**config.mk**
```make
export PLATFORM = sky130hd
export DESIGN_NAME = perceptron_update_ctrl
export DESIGN_NICKNAME = d
export VERILOG_FILES = /design/src/rtl/perceptron_update_ctrl.sv
export SDC_FILE = /design/constraint.sdc
export NUM_CORES = 1
export LEC_CHECK = 0
export ABC_AREA = 1
export BUFFER_PORTS_ARGS = -buffer_cell sky130_fd_sc_hd__buf_2
export CELL_PAD_IN_SITES_DETAIL_PLACEMENT = 0
export CELL_PAD_IN_SITES_GLOBAL_PLACEMENT = 1
export CORE_ASPECT_RATIO = 0.8
export CORE_UTILIZATION = 44
export CTS_BUF_LIST = sky130_fd_sc_hd__clkbuf_4 sky130_fd_sc_hd__clkbuf_8
export DETAILED_ROUTE_END_ITERATION = 10
export PLACE_DENSITY = 0.89
export SLEW_MARGIN = 5
export SYNTH_ARGS = -nofsm -noshare
export SYNTH_HDL_FRONTEND = slang
export SYNTH_SLANG_ARGS = --single-unit
```
**constraint.sdc**
```tcl
create_clock -name clk -period 11.2 [get_ports clk]
set_clock_uncertainty 0.2 [all_clocks]
set_input_delay 3.36 -clock clk [delete_from_list [all_inputs] [get_ports clk]]
set_output_delay 3.36 -clock clk [all_outputs]
set_load 0.005 [all_outputs]
```
**src/rtl/perceptron_update_ctrl.sv**
```systemverilog
// perceptron_update_ctrl: queues branch outcomes, zero-sweeps and trains the perceptron weight tables
// Ports:
//   clk, reset_n              clock, asynchronous active-low reset
//   upd_valid/upd_ready       execute-stage update handshake
//   upd_pc/dir/miss/sum/ghr   update payload (index taken from upd_pc[INDEX_BITS+1:2])
//   fetch_rd_active           fetch owns the shared table read port this cycle
//   fetch_stall_req           controller has been starved and asks fetch to yield
//   tbl_rd_sel/tbl_rd_addr    controller read request; tbl_rd_hob/lob registered read data
//   tbl_wr_*                  table write port (HOB, HOB complement, LOB)
//   init_done, busy           sweep finished; FSM active or updates pending
module perceptron_update_ctrl #(
   parameter int GHR_SIZE     = 12,
   parameter int INDEX_BITS   = 6,
   parameter int HOB          = 3,
   parameter int LOB          = 5,
   parameter int QDEPTH       = 4,
   parameter int THETA        = 37,
   parameter int STARVE_LIMIT = 8
) (
   input  logic                      clk,
   input  logic                      reset_n,
   input  logic                      upd_valid,
   output logic                      upd_ready,
   input  logic [31:0]               upd_pc,
   input  logic                      upd_dir,
   input  logic                      upd_miss,
   input  logic [6:0]                upd_sum,
   input  logic [GHR_SIZE-1:0]       upd_ghr,
   input  logic                      fetch_rd_active,
   output logic                      fetch_stall_req,
   output logic                      tbl_rd_sel,
   output logic [INDEX_BITS-1:0]     tbl_rd_addr,
   input  logic [HOB*GHR_SIZE-1:0]   tbl_rd_hob,
   input  logic [LOB*GHR_SIZE-1:0]   tbl_rd_lob,
   output logic                      tbl_wr_en,
   output logic [INDEX_BITS-1:0]     tbl_wr_addr,
   output logic [HOB*GHR_SIZE-1:0]   tbl_wr_hob,
   output logic [HOB*GHR_SIZE-1:0]   tbl_wr_hob_c,
   output logic [LOB*GHR_SIZE-1:0]   tbl_wr_lob,
   output logic                      init_done,
   output logic                      busy
);
   localparam int W  = HOB + LOB;
   localparam int PW = $clog2(QDEPTH);
   localparam int SW = $clog2(STARVE_LIMIT + 1);
   localparam int EW = INDEX_BITS + 2 + 7 + GHR_SIZE;
   localparam logic [2:0] INIT = 3'd0, IDLE = 3'd1, RD = 3'd2, RDW = 3'd3, WR = 3'd4;
   localparam logic [W-1:0] W_MAX = {1'b0, {(W-1){1'b1}}};
   localparam logic [W-1:0] W_MIN = {1'b1, {(W-1){1'b0}}};
   localparam logic [7:0] THETA_V = 8'(THETA);
   localparam logic [SW-1:0] S_LIM = SW'(STARVE_LIMIT);

   logic [2:0]              state_q, state_d;
   logic [INDEX_BITS-1:0]   cnt_q, cnt_d;
   logic [SW-1:0]           starve_q, starve_d;
   logic [PW:0]             wr_ptr_q, wr_ptr_d, rd_ptr_q, rd_ptr_d;
   logic [HOB*GHR_SIZE-1:0] cap_hob_q, cap_hob_d, new_hob, new_hob_c;
   logic [LOB*GHR_SIZE-1:0] cap_lob_q, cap_lob_d, new_lob;
   logic [EW-1:0]           mem_q [QDEPTH];
   logic [EW-1:0]           head;
   logic [INDEX_BITS-1:0]   h_idx;
   logic                    h_dir, h_miss;
   logic [6:0]              h_sum;
   logic [GHR_SIZE-1:0]     h_ghr;
   logic [7:0]              sum_abs;
   logic                    empty, full, push, pop, train, unused_pc;

   assign unused_pc = ^{upd_pc[31:INDEX_BITS+2], upd_pc[1:0]};

   // pointers carry one extra wrap bit to tell full from empty
   assign empty = wr_ptr_q == rd_ptr_q;
   assign full  = (wr_ptr_q[PW] != rd_ptr_q[PW]) && (wr_ptr_q[PW-1:0] == rd_ptr_q[PW-1:0]);
   assign push  = upd_valid & upd_ready;
   assign head  = mem_q[rd_ptr_q[PW-1:0]];
   assign {h_idx, h_dir, h_miss, h_sum, h_ghr} = head;

   // eight bits so that |-64| = 64 is representable
   assign sum_abs = h_sum[6] ? 8'd0 - {1'b1, h_sum} : {1'b0, h_sum};
   assign train   = h_miss | (sum_abs <= THETA_V);

   assign init_done       = state_q != INIT;
   assign upd_ready       = init_done & ~full;
   assign busy            = reset_n & ((state_q != IDLE) | ~empty);
   assign tbl_rd_sel      = state_q == RD;
   assign tbl_rd_addr     = h_idx;
   assign fetch_stall_req = tbl_rd_sel & (starve_q >= S_LIM);

   // reset holds the FSM in INIT, so the write enable is gated to stay quiet until release
   assign tbl_wr_en    = reset_n & ((state_q == INIT) | (state_q == WR));
   assign tbl_wr_addr  = (state_q == INIT) ? cnt_q : h_idx;
   assign tbl_wr_hob   = (state_q == WR) ? new_hob : '0;
   assign tbl_wr_hob_c = (state_q == WR) ? new_hob_c : '0;
   assign tbl_wr_lob   = (state_q == WR) ? new_lob : '0;

   for (genvar i = 0; i < GHR_SIZE; i++) begin : g_w
      logic [W-1:0] w, wn, wc;
      assign w  = {cap_hob_q[i*HOB +: HOB], cap_lob_q[i*LOB +: LOB]};
      assign wn = (h_dir == h_ghr[i]) ? ((w == W_MAX) ? w : w + 1'b1)
                                      : ((w == W_MIN) ? w : w - 1'b1);
      // negating the most negative weight saturates to the most positive
      assign wc = (wn == W_MIN) ? W_MAX : -wn;
      assign new_hob[i*HOB +: HOB]   = wn[W-1:LOB];
      assign new_lob[i*LOB +: LOB]   = wn[LOB-1:0];
      assign new_hob_c[i*HOB +: HOB] = wc[W-1:LOB];
   end

   always_comb begin
      state_d   = state_q;
      cnt_d     = cnt_q;
      starve_d  = starve_q;
      cap_hob_d = cap_hob_q;
      cap_lob_d = cap_lob_q;
      pop       = 1'b0;
      case (state_q)
         INIT: begin
            cnt_d   = cnt_q + 1'b1;
            state_d = (&cnt_q) ? IDLE : INIT;
         end
         IDLE: begin
            pop     = ~empty & ~train;
            state_d = (~empty & train) ? RD : IDLE;
         end
         RD: begin
            state_d  = fetch_rd_active ? RD : RDW;
            starve_d = ~fetch_rd_active ? '0 : (starve_q < S_LIM) ? starve_q + 1'b1 : starve_q;
         end
         RDW: begin
            cap_hob_d = tbl_rd_hob;
            cap_lob_d = tbl_rd_lob;
            state_d   = WR;
         end
         WR: begin
            pop     = 1'b1;
            state_d = IDLE;
         end
         default: state_d = INIT;
      endcase
      wr_ptr_d = wr_ptr_q + {{PW{1'b0}}, push};
      rd_ptr_d = rd_ptr_q + {{PW{1'b0}}, pop};
   end

   always_ff @(posedge clk or negedge reset_n)
      if (!reset_n) begin
         state_q   <= INIT;
         cnt_q     <= '0;
         starve_q  <= '0;
         wr_ptr_q  <= '0;
         rd_ptr_q  <= '0;
         cap_hob_q <= '0;
         cap_lob_q <= '0;
      end else begin
         state_q   <= state_d;
         cnt_q     <= cnt_d;
         starve_q  <= starve_d;
         wr_ptr_q  <= wr_ptr_d;
         rd_ptr_q  <= rd_ptr_d;
         cap_hob_q <= cap_hob_d;
         cap_lob_q <= cap_lob_d;
      end

   always_ff @(posedge clk)
      if (push) mem_q[wr_ptr_q[PW-1:0]] <= {upd_pc[INDEX_BITS+1:2], upd_dir, upd_miss, upd_sum, upd_ghr};
endmodule

```
==> run_results.csv <==
group,metric,value,unit
yosys,synth.distinct_cells,39,
yosys,synth_ff_type,"dfrtp_1",
drt,postRouteAntennaNets,0,
drt,wl_met3,2710,um
yosys,synth-edff-count,108,
floorplan,die-width,215,um
sta,setup_tns,0,ns
drt,initialDrtViolationCount,912,
yosys,synthesis.nets,2537,
yosys,async_flop_share,51.6,%
grt,grt_pass1_wl,75000,um
setup_path,rr_worst_depth,18,
setup_path,cp-end-kind,"output port",
yosys,syn_inst,2340,
sta,fin_crit_sh,68.5,%
pwr,pwr_density_cell,295,nW/um2
drt,viasPerCell,5.09,
yosys,ys_seq_area_share,38.3,%
clock_tree,cts.path.max_buffers,3,
setup_path,critPathMaxFanout,34,
drt,routedWlPerCell,14.7,um
floorplan,chipHeight,173,um
pwr,irDropWorstVdd,140,uV
grt,grt_max_degree,107,
drt,m1WireLength,21300,um
floorplan,core,35800,um2
clock_tree,postCtsSetupBuffers,0,
drt,route.met2.wl,20400,um
sta,finalHoldViolCount,0,
drt,drc_errors,0,
grt,globalRouteOverflowTotal,0,
final_layout,drive_gt1_share,15.0,%
clock_tree,clkSinkCount,223,
placement,placed_area,17700,um2
grt,antenna_found_initial,6,
placement,hpwl,33000,um
floorplan,die_area,37100,um2
sta,maxSlewHeadroom,21.7,%
placement,globalplace.congestion,0.904,
clock_tree,insertion_delay,0.57,ns
clock_tree,clk_pin_slew_worst_paths,0.06,ns
clock_tree,cts_resized,0,
drt,first_pass_iters,5,
sta,rsz0062_at_grt,"false",
sta,worstMarginPinSlew,1.17,ns
yosys,netlist_area,16000,um2
flow_run,drv_cap,0,
drt,routed.top_layer,"met5",
pwr,power.static_leakage,0.00937,uW
clock_tree,cts_root_buffer,"clkbuf_8",
drt,routed_wl,45600,um
drt,vias,15800,
setup_path,critPathArrivalTime,4.11,ns
yosys,synth_area_per_cell,6.84,um2
setup_path,ff2ff_setup_slack,7.57,ns
floorplan,num_rows,62,
final_layout,syn_to_final_growth,16.2,%
floorplan,io_pins,303,
clock_tree,htree_levels,2,
clock_tree,ctsHoldBuffers,0,
setup_path,path_class,"input port to output port",
setup_path,setup.worst_path.start_class,"input port",
yosys,synth-seq-cells,223,
sta,min_period,7.67,ns
sta,clock.fmax,130,MHz
min_path,hold_depth,1,
floorplan,initial_core_util,44.6,%
setup_path,required,7.64,ns
clock_tree,cts_tree,"yes",
final_layout,fin_nets,2790,
yosys,synth.yosys.warnings,0,
sta,setup_viol,0,
grt,grt_pass1_vias,15000,
sta,drv_slew,0,
run_status,status,"finished clean",
placement,io_buffers,276,
grt,groute.usage.overall,24.6,%
clock_tree,numCtsBuffers,41,
final_layout,design_area,18600,um2
min_path,hold_class,"flop to flop",
## Yosys cell counts (all sizes together), types with 20 or more instances
cell type / n / area, um2
nor2: 320 / 1220
clkbuf: 41 / 163
o21ai: 240 / 1200
inv: 226 / 848
edfxtp: 108 / 3240
nor3: 48 / 267
ha: 44 / 551
nand3: 165 / 836
a21oi: 20 / 100
xor2: 98 / 858
nand2: 802 / 3060
dfrtp: 115 / 2880
buf: 40 / 277
nand4: 29 / 181
## layer usage
layer	GRT usage, %	vias to the layer above
met5	0	-
met4	7.71	6
met3	4.26	89
met2	40.0	456
met1	33.4	7271
li1	-	8004
## path summary, 6_finish.rpt
kind                              from            end
min in group asynchronous      reset_n  cap_lob_q[41]
min reg2reg                rd_ptr_q[2]    rd_ptr_q[2]
max                            reset_n           busy
min                        rd_ptr_q[2]    rd_ptr_q[2]
max reg2reg                rd_ptr_q[0]    rd_ptr_q[2]
max in group asynchronous      reset_n  cap_hob_q[15]
## logic make-up (layout without fill, tap and decap cells)
group | Yosys count | count (layout) | synth area share [%]
xor gates and xnor gates | 110 | 110 | 6.02
buffers and inverters | 309 | 595 | 8.09
DFF | 223 | 223 | 38.3
and+or+nand+nor | 1378 | 1378 | 35.3
other | 0 | 3 | 0
adders and majority gates | 44 | 44 | 3.44
AOI/OAI and AO/OA | 276 | 276 | 8.87
## area by class of cell
cell class,instances,area (um2)
Multi-Input combinational cell,1808,8620
Antenna cell,3,7.51
Inverter,228,857
Sequential cell,223,6120
Tap cell,480,601
Fill cell,3614,17300
Clock inverter,26,248
Clock buffer,50,638
Timing Repair Buffer,291,1500
## power by group
part           switching (uW)  total (uW)  internal [uW]
Sequential                329        1450           1130
Combinational            2180        3190           1020
Clock                     368         844            476
## cells in the final DEF (no fill, tap or decap), drive strengths merged
master,n
nand2,802
nor2,320
buf,291
o21ai,240
inv,226
nand3,165
dfrtp,115
edfxtp,108
xor2,98
clkbuf,50
nor3,48
ha,44
nand4,29
clkinv,23
a21oi,20
xnor2,12
and3,7
o22ai,6
o211ai,5
bufinv,4
diode,3
or2,3
nor4,2
nand3b,2
a31oi,2
a32o,1
a311oi,1
o21a,1
clkinvlp,1
## registers in the layout (all words and copies together) (netlist names)
signal	count
rd_ptr_q	3
mem_q	108
starve_q	4
cap_hob_q	36
cap_lob_q	60
wr_ptr_q	3
cnt_q	6
state_q	3
## worst max-delay path: stages
cell and delay [ns]:
buf_4 0.36, inv_1 0.10, a21oi_1 0.13, buf_2 0.13
## per-stage QoR
stage / total power (uW) / hold WS [ns] / worst slack [ns] / instances / util, %
after floorplan: 3830 / 0.258 / 4.12 / 2340 / -
after global placement: 4560 / 0.277 / 3.51 / 3030 / 49.4
after detailed placement: 4630 / 0.281 / 3.50 / 3030 / 49.4
after CTS: 5510 / 0.290 / 3.49 / 3106 / 51.8
after global routing: 6090 / 0.322 / 3.26 / 3108 / 51.9
final: 5490 / 0.289 / 3.53 / 3109 / 51.9
No activity file was read; power rests on OpenSTA's default activity.
